### src/rtl/tdpram32_port_arb_if.sv
// Request/acknowledge bundle for one master of the port-B arbiter.
// The master drives the request fields; the arbiter returns ack and read data.
interface tdpram32_port_arb_if #(
  parameter int ADDR_WIDTH = 13
);
  logic                  req;
  logic                  we;
  logic [3:0]            byte_en;
  logic [ADDR_WIDTH-1:0] addr;
  logic [31:0]           wdata;
  logic                  ack;
  logic [31:0]           rdata;

  modport master (
    output req, we, byte_en, addr, wdata,
    input  ack, rdata
  );

  modport slave (
    input  req, we, byte_en, addr, wdata,
    output ack, rdata
  );
endinterface

### src/rtl/tdpram32_port_arb.sv
// Round-robin arbiter for two masters sharing port B of the 32-bit dual-port RAM.
// Define TDPRAM32_PORT_ARB_CLEAR_EN to zero-fill the RAM after every reset.
//
// state   | meaning
// --------+---------------------------------------------------------------
// S_CLEAR | writing zero to address clr_cnt, requests ignored, busy=1
// S_RUN   | arbitrating m0/m1, one RAM access per cycle at most
module tdpram32_port_arb #(
  parameter int ADDR_WIDTH = 13
) (
  input  logic                  clk,
  input  logic                  rst,
  tdpram32_port_arb_if.slave    m0,
  tdpram32_port_arb_if.slave    m1,
  output logic                  ram_we,
  output logic [3:0]            ram_byte_en,
  output logic [ADDR_WIDTH-1:0] ram_addr,
  output logic [31:0]           ram_wdata,
  input  logic [31:0]           ram_rdata,
  output logic                  busy
);

  logic                  ack0_q;
  logic                  ack1_q;
  logic                  rr_last;
  logic                  run;
  logic                  clearing;
  logic [ADDR_WIDTH-1:0] clr_addr;
  logic                  elig0;
  logic                  elig1;
  logic                  gnt0;
  logic                  gnt1;

`ifdef TDPRAM32_PORT_ARB_CLEAR_EN
  typedef enum logic {
    S_CLEAR,
    S_RUN
  } state_t;

  state_t                state;
  logic [ADDR_WIDTH-1:0] clr_cnt;
  logic                  busy_q;

  assign run      = (state == S_RUN);
  assign clearing = (state == S_CLEAR);
  assign clr_addr = clr_cnt;
  assign busy     = busy_q;
`else
  assign run      = 1'b1;
  assign clearing = 1'b0;
  assign clr_addr = '0;
  assign busy     = 1'b0;
`endif

  // A registered ack marks the master granted last cycle, so it doubles as
  // the pending-grant flag that makes that master ineligible this cycle.
  always_comb begin
    elig0 = run && m0.req && !ack0_q;
    elig1 = run && m1.req && !ack1_q;
    gnt0  = elig0 && (!elig1 || rr_last);
    gnt1  = elig1 && (!elig0 || !rr_last);
  end

  always_comb begin
    ram_we      = 1'b0;
    ram_byte_en = 4'h0;
    ram_addr    = '0;
    ram_wdata   = '0;
    if (clearing) begin
      ram_we      = 1'b1;
      ram_byte_en = 4'hF;
      ram_addr    = clr_addr;
    end else if (gnt0) begin
      ram_we      = m0.we;
      ram_byte_en = m0.we ? m0.byte_en : 4'h0;
      ram_addr    = m0.addr;
      ram_wdata   = m0.wdata;
    end else if (gnt1) begin
      ram_we      = m1.we;
      ram_byte_en = m1.we ? m1.byte_en : 4'h0;
      ram_addr    = m1.addr;
      ram_wdata   = m1.wdata;
    end
  end

  // rr_last=1 means m1 was granted most recently; reset value favours m0.
  always_ff @(posedge clk) begin
    if (rst) begin
      ack0_q  <= 1'b0;
      ack1_q  <= 1'b0;
      rr_last <= 1'b1;
`ifdef TDPRAM32_PORT_ARB_CLEAR_EN
      state   <= S_CLEAR;
      clr_cnt <= '0;
      busy_q  <= 1'b1;
`endif
    end else begin
      ack0_q <= gnt0;
      ack1_q <= gnt1;
      if (gnt0) begin
        rr_last <= 1'b0;
      end else if (gnt1) begin
        rr_last <= 1'b1;
      end
`ifdef TDPRAM32_PORT_ARB_CLEAR_EN
      if (state == S_CLEAR) begin
        clr_cnt <= clr_cnt + 1'b1;
        if (&clr_cnt) begin
          state  <= S_RUN;
          busy_q <= 1'b0;
        end
      end
`endif
    end
  end

  assign m0.ack   = ack0_q;
  assign m1.ack   = ack1_q;
  assign m0.rdata = ram_rdata;
  assign m1.rdata = ram_rdata;

endmodule

### src/flat_wrapper.sv
// flat-port wrapper written by rule: the top's interface ports become plain ports
module tdpram32_port_arb_flat 
#(
  parameter int ADDR_WIDTH = 13
)
  (clk, rst, ram_we, ram_byte_en, ram_addr, ram_wdata, ram_rdata, busy, m0_req, m0_we, m0_byte_en, m0_addr, m0_wdata, m0_ack, m0_rdata, m1_req, m1_we, m1_byte_en, m1_addr, m1_wdata, m1_ack, m1_rdata);
  tdpram32_port_arb_if #(.ADDR_WIDTH(ADDR_WIDTH)) m0_i ();
  tdpram32_port_arb_if #(.ADDR_WIDTH(ADDR_WIDTH)) m1_i ();
  input  logic clk;
  input  logic rst;
  output logic ram_we;
  output logic [3:0] ram_byte_en;
  output logic [ADDR_WIDTH-1:0] ram_addr;
  output logic [31:0] ram_wdata;
  input  logic [31:0] ram_rdata;
  output logic busy;
  input wire logic [$bits(m0_i.req)-1:0] m0_req;
  input wire logic [$bits(m0_i.we)-1:0] m0_we;
  input wire logic [$bits(m0_i.byte_en)-1:0] m0_byte_en;
  input wire logic [$bits(m0_i.addr)-1:0] m0_addr;
  input wire logic [$bits(m0_i.wdata)-1:0] m0_wdata;
  output wire logic [$bits(m0_i.ack)-1:0] m0_ack;
  output wire logic [$bits(m0_i.rdata)-1:0] m0_rdata;
  input wire logic [$bits(m1_i.req)-1:0] m1_req;
  input wire logic [$bits(m1_i.we)-1:0] m1_we;
  input wire logic [$bits(m1_i.byte_en)-1:0] m1_byte_en;
  input wire logic [$bits(m1_i.addr)-1:0] m1_addr;
  input wire logic [$bits(m1_i.wdata)-1:0] m1_wdata;
  output wire logic [$bits(m1_i.ack)-1:0] m1_ack;
  output wire logic [$bits(m1_i.rdata)-1:0] m1_rdata;
  assign m0_i.req = m0_req;
  assign m0_i.we = m0_we;
  assign m0_i.byte_en = m0_byte_en;
  assign m0_i.addr = m0_addr;
  assign m0_i.wdata = m0_wdata;
  assign m0_ack = m0_i.ack;
  assign m0_rdata = m0_i.rdata;
  assign m1_i.req = m1_req;
  assign m1_i.we = m1_we;
  assign m1_i.byte_en = m1_byte_en;
  assign m1_i.addr = m1_addr;
  assign m1_i.wdata = m1_wdata;
  assign m1_ack = m1_i.ack;
  assign m1_rdata = m1_i.rdata;
  tdpram32_port_arb #(.ADDR_WIDTH(ADDR_WIDTH)) u_core (.clk(clk), .rst(rst), .m0(m0_i), .m1(m1_i), .ram_we(ram_we), .ram_byte_en(ram_byte_en), .ram_addr(ram_addr), .ram_wdata(ram_wdata), .ram_rdata(ram_rdata), .busy(busy));
endmodule
### config.mk
export PLATFORM = sky130hd
export DESIGN_NAME = tdpram32_port_arb_flat
export DESIGN_NICKNAME = d
export VERILOG_FILES = /design/src/rtl/tdpram32_port_arb_if.sv /design/src/rtl/tdpram32_port_arb.sv /design/src/flat_wrapper.sv
export SDC_FILE = /design/constraint.sdc
export NUM_CORES = 1
export LEC_CHECK = 0
export ABC_AREA = 1
export BUFFER_PORTS_ARGS = -buffer_cell sky130_fd_sc_hd__buf_4
export CORE_AREA = 10 10 90 92
export CTS_BUF_LIST = sky130_fd_sc_hd__clkbuf_8
export CTS_CLUSTER_SIZE = 28
export DETAILED_ROUTE_END_ITERATION = 12
export DIE_AREA = 0 0 100 102
export GPL_ROUTABILITY_DRIVEN = 0
export GPL_TIMING_DRIVEN = 0
export HOLD_SLACK_MARGIN = 0.02
export PLACE_DENSITY = 0.75
export SYNTH_ARGS = -nofsm -noshare
export SYNTH_HDL_FRONTEND = slang
export SYNTH_SLANG_ARGS = --single-unit
### constraint.sdc
create_clock -name clk -period 0.9 [get_ports clk]
set_input_delay 0.045 -clock clk [delete_from_list [all_inputs] [get_ports clk]]
set_output_delay 0.045 -clock clk [all_outputs]
set_load 0.02 [all_outputs]
==> flow_metrics.tcl <==
set metrics [dict create \
    gr-total-overflow 0 \
    p_per_area_mw_per_mm2 818 \
    synthCells 271 \
    critPathMaxFanout 10 \
    drt-total-wl_mm 10.6 \
    core_sq_mm 0.00628 \
    clockRootBuffer "clkbuf_8" \
    finalSetupViolations 52 \
    syn_nets 407 \
    grt_first_pass_wirelength_mm 14.2 \
    diodes 0 \
    drv_cap 0 \
    p_clk_share_pct 11.7 \
    remaining_drc_errors 0 \
    first_global_vias 2732 \
    core.rowCount 29 \
    ctsHtreeMaxLevel 1 \
    clock_skew_ps 1.01 \
    finalCritPeriodShare_pct 148 \
    crit_path_start_kind "flop" \
    power_leakage_uw 0.00228 \
    period_minus_slack_ps 1330 \
    post-route-worst-setup-slack_ps -431 \
    place.port_buffers 219 \
    dp_hpwl_mm 8.33 \
    rsz0062_at_grt "yes" \
    finalSetupTns_ps -19960 \
    swShare_pct 43.9 \
    clockBufferDepth 2 \
    multi_input_area_sq_mm 0.00116 \
    rrSetupSlack_ps -40 \
    drtIter0Drc 41 \
    dieArea_sq_mm 0.0102 \
    violations "setup timing" \
    ir_drop_mv 0.829 \
    syn_area_per_cell_sq_um 5.54 \
    worstReg2RegEnd "u_core.m0.ack" \
    die_w_um 100 \
    p_sw_uw 1480 \
    comb_power_share_pct 83.5 \
    status "finished, violations left" \
    critPathKind "reg2out" \
    r2r_start "u_core.m0.ack" \
    hold_viol_final 0 \
    crit_required_ps 850 \
    numCtsBuffers 3 \
    syn2layout_area_growth_pct 174 \
    crit_path_max_incr_delay_ps 350 \
    min_path_type "in2reg" \
    wl_per_cell_um 18.0 \
    path_clk_slew_ps 30 \
    grtUsageTotal_pct 16.8 \
    cts_tree "done" \
    min_to "u_core.rr_last" \
    path_cells "nor2_4 -> buf_12 -> buf_8 -> nand3_1 -> nand2_2 -> buf_4" \
    fmax_ghz 0.751 \
    drive_above_1_share_pct 82.4 \
    p_seq_share_pct 4.8 \
    fill_cells 535 \
    dieHeight_um 102 \
    arrival_ps 1290 \
    yosys_warnings 0 \
    dp_worst_setup_slack_ps -267 \
    nNetsFinal 647 \
    hold_path_startpoint "m0_req" \
    min_path_cells 4 \
    layout_commonest_cell "buf_4" \
    intPower_uw 1880 \
    hold_ws_ps 227 \
    r2r_cells 5 \
    antenna_found_initial 0 \
    drtAntennaViolNets 0 \
    register_area_sq_um 71.3 \
    routed_via_density 4.54 \
    yosysUniqueCellTypes 12 \
    grt_start_max_net_pins 11 \
    via_count 2664 \
    endpoint_kind "output pin" \
    synth-seq-cells 3 \
    seq_area_frac_synth_pct 4.00 \
    syn-cell-area_sq_mm 0.00150 \
    clkSinkCount 3 \
    ioPinCount 253 \
    mostFrequentLayoutCells "buf_4, nand3_1, nand2_2, buf_6, nand3_2" \
    firstDrtPassIters 4 \
    clk_latency_ps 220 \
    drv_slew 0 \
    slowest_stage "dfxtp_4" \
    start_util_pct 23.9 \
]
[critical path: cells and delay by family (launching register included)]
kind	cells	cell delay [ps]
AND/OR/NAND/NOR	3	280
flip-flops	1	350
buffers and inverters	3	430
[stage by stage]
stage | power, uW | cells | utilization, % | cell area (sq um)
floorplan | 1450 | 271 | - | 1670
global placement | 2520 | 567 | 54.4 | 3410
detailed placement | 2550 | 567 | 54.4 | 3410
CTS | 3170 | 580 | 60.3 | 3780
global route | 3550 | 587 | 65.4 | 4110
finish | 3360 | 587 | 65.4 | 4110
[worst max-delay path by stage]
| stage | endpoint | depth (start not counted) | start | slack (ps) |
|---|---|---|---|---|
| after detailed placement | ram_wdata[1] | 5 | u_core.m1.ack | -270 |
| after CTS | ram_wdata[6] | 6 | u_core.m0.ack | -430 |
| final | ram_byte_en[2] | 6 | u_core.m1.ack | -430 |
| after global placement | ram_wdata[6] | 6 | u_core.m1.ack | -250 |
| after global routing | ram_wdata[0] | 6 | u_core.rr_last | -490 |
| after floorplan | ram_wdata[26] | 4 | u_core.m0.ack | -30 |
[state kept, by name (all words and copies together), names as in the netlist]
signal and count:
u_core.m0.ack 1, u_core.m1.ack 1, u_core.rr_last 1
[power by group through the flow]
stage,clock network (uW),logic [uW],registers [uW]
3_3_place_gp,0,2360,154
6_report,392,2810,162
5_1_grt,414,2980,164
4_1_cts,405,2610,156
2_1_floorplan,0,1290,160
3_5_place_dp,0,2390,155
[layout make-up]
type,instances,share of cell area (%)
Tap cell,77,2.35
Inverter,14,1.46
Clock buffer,3,1.01
Timing Repair Buffer,234,47.0
Buffer,84,18.0
Multi-Input combinational cell,171,28.4
Sequential cell,3,1.74
Clock inverter,1,0.0914
[routing by layer]
layer	vias to the layer above	wire (um)	track usage, %
li1	1305	-	-
met1	1181	3350	15.2
met5	-	0	0
met3	16	1470	8.84
met4	0	132	2.17
met2	162	5620	33.2
[synth_stat cells]
master | instances | area share (%)
buf_2 | 16 | 5.3
buf_4 | 69 | 35
conb_1 | 1 | 0.25
dfxtp_1 | 3 | 4.0
inv_1 | 11 | 2.8
inv_2 | 3 | 0.75
nand2_1 | 60 | 15
nand3_1 | 101 | 34
nand3_2 | 2 | 1.3
nor2_1 | 2 | 0.50
nor2_4 | 2 | 1.5
o21ai_0 | 1 | 0.33
[cells by family (layout without fill, tap and decap cells)]
kind of cell / Yosys count / after routing / synth area share, %
other cells: 1 / 1 / 0.250
compound gates: 1 / 1 / 0.333
simple gates: 167 / 169 / 52.0
flops: 3 / 3 / 4.00
buf+inv: 99 / 336 / 43.4
[timing repair]
item	4_1_cts	5_1_grt
pin swaps	3	7
gates resized for setup	62	52
endpoints found under the setup margin	52	52
hold buffers	1	0
endpoints found under the hold margin	2	0
cloned	3	7
setup buffers	5	1
Power figures use the tool's default switching activity.
